## config.mk

```make
export PLATFORM = sky130hd
export DESIGN_NAME = wb_retire
export DESIGN_NICKNAME = d
export VERILOG_FILES = /design/src/rtl/wb_retire.sv
export SDC_FILE = /design/constraint.sdc
export NUM_CORES = 1
export LEC_CHECK = 0
export ABC_AREA = 0
export ABC_CLOCK_PERIOD_IN_PS = 6500
export CORE_AREA = 3 3 276 278
export CTS_BUF_LIST = sky130_fd_sc_hd__clkbuf_8 sky130_fd_sc_hd__clkbuf_16
export CTS_CLUSTER_SIZE = 28
export DETAILED_ROUTE_END_ITERATION = 10
export DIE_AREA = 0 0 279 281
export PLACE_DENSITY_LB_ADDON = 0.1
export REMOVE_ABC_BUFFERS = 1
export SLEW_MARGIN = 20
export SYNTH_ARGS = -nofsm -noshare
export SYNTH_HDL_FRONTEND = slang
export SYNTH_SLANG_ARGS = --single-unit
```

## constraint.sdc

```tcl
create_clock -name clock -period 6.5 [get_ports clock]
set_clock_uncertainty 0.1 [all_clocks]
set_input_delay 1.95 -clock clock [delete_from_list [all_inputs] [get_ports clock]]
set_output_delay 1.95 -clock clock [all_outputs]
set_load 0.01 [all_outputs]
```

## src/rtl/wb_retire.sv

```systemverilog
// In-order retire/writeback stage: retires the longest legal head-of-ROB prefix,
// filters same-register write collisions, commits one store per cycle and holds
// the pipeline in a flush state when an excepting entry reaches the head.
module wb_retire #(
    parameter int unsigned RETIRE_WIDTH = 4,
    parameter int unsigned DATA_WIDTH   = 32,
    parameter int unsigned REG_ADDR_W   = 5,
    parameter int unsigned CW           = $clog2(RETIRE_WIDTH)
) (
    input  logic                    clock,
    input  logic                    reset_n,
    input  logic [RETIRE_WIDTH-1:0] slot_valid,
    input  logic [REG_ADDR_W-1:0]   slot_dest_reg   [RETIRE_WIDTH],
    input  logic [RETIRE_WIDTH-1:0] slot_dest_valid,
    input  logic [DATA_WIDTH-1:0]   slot_result_lo  [RETIRE_WIDTH],
    input  logic [DATA_WIDTH-1:0]   slot_result_hi  [RETIRE_WIDTH],
    input  logic [RETIRE_WIDTH-1:0] slot_hilo_valid,
    input  logic [RETIRE_WIDTH-1:0] slot_is_store,
    input  logic [RETIRE_WIDTH-1:0] slot_exception,
    input  logic [31:0]             slot_pc         [RETIRE_WIDTH],
    output logic                    consume,
    output logic [CW-1:0]           consume_count,
    output logic                    store_commit_valid,
    input  logic                    store_commit_ready,
    output logic [REG_ADDR_W-1:0]   rfile_wr_addr   [RETIRE_WIDTH],
    output logic [RETIRE_WIDTH-1:0] rfile_wr_enable,
    output logic [DATA_WIDTH-1:0]   rfile_wr_data   [RETIRE_WIDTH],
    output logic                    hilo_wr_enable,
    output logic [DATA_WIDTH-1:0]   hilo_wr_hi,
    output logic [DATA_WIDTH-1:0]   hilo_wr_lo,
    output logic                    flush_req,
    output logic [31:0]             flush_pc,
    input  logic                    flush_ack,
    output logic [31:0]             retired_total
);

    localparam int unsigned NW = $clog2(RETIRE_WIDTH + 1);

    typedef enum logic {StRun, StFlush} state_e;

    state_e                  state;
    logic [RETIRE_WIDTH-1:0] retire_mask;
    logic [NW-1:0]           n_retire;
    logic                    scan_ok;
    logic                    store_seen;
    logic                    exc_hit;
    logic [31:0]             exc_pc;
    logic [RETIRE_WIDTH-1:0] wr_en_d;
    logic                    hilo_en_d;
    logic [DATA_WIDTH-1:0]   hi_d;
    logic [DATA_WIDTH-1:0]   lo_d;

    // Prefix scan: stop at the first invalid, excepting or un-committable store slot.
    always_comb begin
        retire_mask        = '0;
        n_retire           = '0;
        scan_ok            = 1'b1;
        store_seen         = 1'b0;
        exc_hit            = 1'b0;
        exc_pc             = '0;
        store_commit_valid = 1'b0;
        if (state == StRun) begin
            for (int i = 0; i < int'(RETIRE_WIDTH); i++) begin
                if (scan_ok) begin
                    if (!slot_valid[i]) begin
                        scan_ok = 1'b0;
                    end else if (slot_exception[i]) begin
                        scan_ok = 1'b0;
                        exc_hit = 1'b1;
                        exc_pc  = slot_pc[i];
                    end else if (slot_is_store[i]) begin
                        if (store_seen) begin
                            // Only one store may commit per cycle.
                            scan_ok = 1'b0;
                        end else begin
                            store_seen         = 1'b1;
                            store_commit_valid = 1'b1;
                            if (store_commit_ready) begin
                                retire_mask[i] = 1'b1;
                                n_retire       = n_retire + NW'(1);
                            end else begin
                                scan_ok = 1'b0;
                            end
                        end
                    end else begin
                        retire_mask[i] = 1'b1;
                        n_retire       = n_retire + NW'(1);
                    end
                end
            end
        end
        consume       = (n_retire != '0);
        consume_count = (n_retire == '0) ? '0 : CW'(n_retire - NW'(1));
    end

    // Write-enable filtering: a younger retiring writer to the same GPR wins.
    always_comb begin
        hilo_en_d = 1'b0;
        hi_d      = '0;
        lo_d      = '0;
        for (int i = 0; i < int'(RETIRE_WIDTH); i++) begin
            wr_en_d[i] = retire_mask[i] & slot_dest_valid[i];
            for (int j = i + 1; j < int'(RETIRE_WIDTH); j++) begin
                if (retire_mask[j] && slot_dest_valid[j] && slot_dest_reg[j] == slot_dest_reg[i]) begin
                    wr_en_d[i] = 1'b0;
                end
            end
            if (retire_mask[i] && slot_hilo_valid[i]) begin
                hilo_en_d = 1'b1;
                hi_d      = slot_result_hi[i];
                lo_d      = slot_result_lo[i];
            end
        end
    end

    // Registered register-file / HI-LO writes and the retired instruction counter.
    always_ff @(posedge clock or negedge reset_n) begin
        if (!reset_n) begin
            rfile_wr_enable <= '0;
            for (int i = 0; i < int'(RETIRE_WIDTH); i++) begin
                rfile_wr_addr[i] <= '0;
                rfile_wr_data[i] <= '0;
            end
            hilo_wr_enable <= 1'b0;
            hilo_wr_hi     <= '0;
            hilo_wr_lo     <= '0;
            retired_total  <= '0;
        end else begin
            rfile_wr_enable <= wr_en_d;
            for (int i = 0; i < int'(RETIRE_WIDTH); i++) begin
                if (wr_en_d[i]) begin
                    rfile_wr_addr[i] <= slot_dest_reg[i];
                    rfile_wr_data[i] <= slot_result_lo[i];
                end
            end
            hilo_wr_enable <= hilo_en_d;
            if (hilo_en_d) begin
                hilo_wr_hi <= hi_d;
                hilo_wr_lo <= lo_d;
            end
            retired_total <= retired_total + 32'(n_retire);
        end
    end

    // Flush FSM: enter on an excepting head entry, leave when the front end acks.
    always_ff @(posedge clock or negedge reset_n) begin
        if (!reset_n) begin
            state     <= StRun;
            flush_req <= 1'b0;
            flush_pc  <= '0;
        end else begin
            unique case (state)
                StRun: begin
                    if (exc_hit) begin
                        state     <= StFlush;
                        flush_req <= 1'b1;
                        flush_pc  <= exc_pc;
                    end
                end
                StFlush: begin
                    if (flush_ack) begin
                        state     <= StRun;
                        flush_req <= 1'b0;
                    end
                end
                default: state <= StRun;
            endcase
        end
    end

endmodule

```

==> flow_summary.toml <==
[outcome]
status = "complete, no violations"

[die]
dieArea_mm2 = 0.0784
die_h_um = 281
num_rows = 100
initial_core_util_pct = 18.9
pin_count = 714
die_w_um = 279
core_mm2 = 0.0742

[hold_path]
min_to = "retired_total[31]"
hold_class = "flop to flop"
hold_start = "retired_total[31]"
worstHoldPathCells = 1

[final_layout]
layout_common_cells = "clkdlybuf4s50_1 (702), dfrtp_1 (283), nand2_1 (114)"
nFillCells = 7584
syn_to_final_growth_pct = 71.4
regArea_mm2 = 0.00708
drive_above_1_share_pct = 16.2
nets = 2418
multiInputGateArea_mm2 = 0.00657
final_util_pct = 32.5
stdcell_count = 2991
final_common_cell = "clkdlybuf4s50_1"

[global_routing]
grt_remaining_overflow = 0
antenna_found_initial = 16
grt_util_met1_pct = 20.2
grt.total_usage_pct = 17.8
grt_pass1_vias = 14100
globalRouteMet3Util_pct = 4.52
grt.busiest_layer = "met2"
grt_max_degree = 129
global_route.usage.met2_pct = 32.7
grt_pass1_wl_mm = 104

[timing]
maxSlewHeadroom_pct = 30.3
hold_viol = 0
worst_slack_ns = 0.0511
slew_violations = 0
worst_pin_slew_ns = 1.04
setup_violations = 0
min_period_ns = 6.45
max_freq_mhz = 155
period_share_pct = 99.2
whs_ns = 0.384

[yosys]
syn_area_mm2 = 0.0141
async_reset_ff_share_pct = 100
yosysWarningCount = 0
synth.distinct_cells = 68
synth_cells = 1252
synth_ff_type = "dfrtp_1"
syn_area_per_cell_um2 = 11.2
ys_seq_area_share_pct = 50.4
ys_ff_latch = 283
synth_edf_count = 0

[setup_path]
r2r_start = "state"
rr_worst_depth = 10
crit_path_end_kind = "output port"
rrSetupSlack_ns = 3.06
crit-reg2reg-capture = "retired_total[31]"
crit_start = "slot_exception[1]"
worstPathMaxFanout = 4
cp.arrival_ns = 4.40
start_kind = "primary input"
path_class = "primary input to output port"
worstPathRequired_ns = 4.45

[drt]
drt-total-wl_mm = 73.1
route.vias.total = 13400
vias_per_cell = 4.47
drc = 0
drt-initial-drc-count = 608
first_pass_iters = 7
ant_nets = 0
drt-wirelength-per-cell_um = 24.4

[place]
dp_hpwl_mm = 53.4
port_buffers = 713
dpl.cell_count = 2901
pre_cts_ws_ns = -0.642
place.gp.congestion = 0.879

[pwr]
leakagePower_uw = 0.00989
p_seq_share_pct = 36.0
p_int_uw = 4520
pwr-share-comb_pct = 27.6
irDropWorstVdd_v = 0.000295
power.switching_uw = 1740
p_per_area_mw_per_mm2 = 260
clock_power_share_pct = 36.4
p_sw_share_pct = 27.8

[clock_tree]
cts_root_buf = "clkbuf_16"
cts.clk_slew.worst_paths_ns = 0.05
cts_hold_buf = 0
clk_latency_ns = 0.53
htree_levels = 2
cts_tree = "built"
cts_sinks = 283
numCtsBuffers = 40
max-clock-path-buffers = 3

[run]
max_cap_viol_count = 0
-- worst max-delay path: stages --
cell,delay (ns)
clkdlybuf4s15_1,0.18
nand4bb_4,0.25
a211oi_4,0.30
buf_6,0.16
ha_4,0.19
inv_2,0.06
a21boi_2,0.05
ha_1,0.27
nand4_1,0.14
a31oi_4,0.27
buf_4,0.15
mux2_4,0.29
buf_6,0.12
-- logic make-up (layout without fill, tap and decap cells) --
kind of cell	Yosys count	in the layout	synth area share, %
simple gates	487	487	17.2
flops	283	283	50.4
xor+xnor	60	60	3.74
other cells	0	11	0
buf+inv	103	862	3.88
compound gates	162	162	11.4
mux	151	151	12.9
fa+ha+maj	6	6	0.588
-- layout make-up --
| type | count | share of cell area, % |
|---|---|---|
| diodes | 11 | 0.114 |
| clock buffers | 51 | 4.83 |
| clock inverters | 18 | 0.831 |
| inverters | 10 | 0.156 |
| multi-input cells | 866 | 27.3 |
| flip-flops and latches | 283 | 29.4 |
| well taps | 969 | 5.03 |
| repair buffers | 783 | 32.4 |
-- routing by layer --
metal,share of wire (%),vias up
li1,-,6084
met1,38,6715
met2,53,474
met3,6.5,96
met4,2.4,10
met5,0.10,-
-- registers in the layout, indices dropped and copies added, names as in the netlist --
name and count:
rfile_wr_enable 4, flush_req 1, hilo_wr_enable 1, hilo_wr_lo 32, hilo_wr_hi 32, flush_pc 32, rfile_wr_data 128, rfile_wr_addr 20
retired_total 32, state 1
-- worst max-delay path by stage --
stage,end,slack (ns)
floorplan,hilo_wr_hi[0],-0.92
global placement,consume_count[0],-0.58
detailed placement,consume_count[0],-0.64
CTS,consume_count[1],0.004
global route,consume_count[0],-0.006
finish,consume_count[1],0.05
-- per-stage QoR --
stage | setup TNS (ns) | cell area (µm²) | total power, µW
final | 0 | 24100 | 6260
after global routing | -0.0117 | 24100 | 6570
after CTS | 0 | 24000 | 6390
after detailed placement | -1.88 | 22600 | 4040
after global placement | -1.69 | 22600 | 4030
after floorplan | -59.78 | 13500 | 2820
-- synthesized netlist by cell type, types with 32 or more instances --
cell type | instances | share of area, %
a222oi_1 | 32 | 2.3
mux2_1 | 36 | 2.9
xnor2_1 | 36 | 2.2
nand3_1 | 75 | 2.7
dfrtp_1 | 283 | 50
nor3_1 | 68 | 2.4
nand2_1 | 115 | 3.1
mux2_2 | 84 | 6.7
nor2_1 | 95 | 2.5
and3_1 | 74 | 3.3
a221o_1 | 64 | 4.6
clkbuf_1 | 50 | 1.3
-- power by group through the flow --
stage	Clock (µW)	Sequential (µW)	Combinational, µW
floorplan	0	2410	403
global placement	0	2280	1760
detailed placement	0	2280	1750
CTS	2370	2260	1760
global route	2440	2300	1830
finish	2280	2260	1730
-- what timing repair did --
item	CTS	global route
setup buffers	6	4
gates resized for setup	27	13
endpoints found under the setup margin	3	3
pin swaps	6	6
Power figures use the tool's default switching activity.
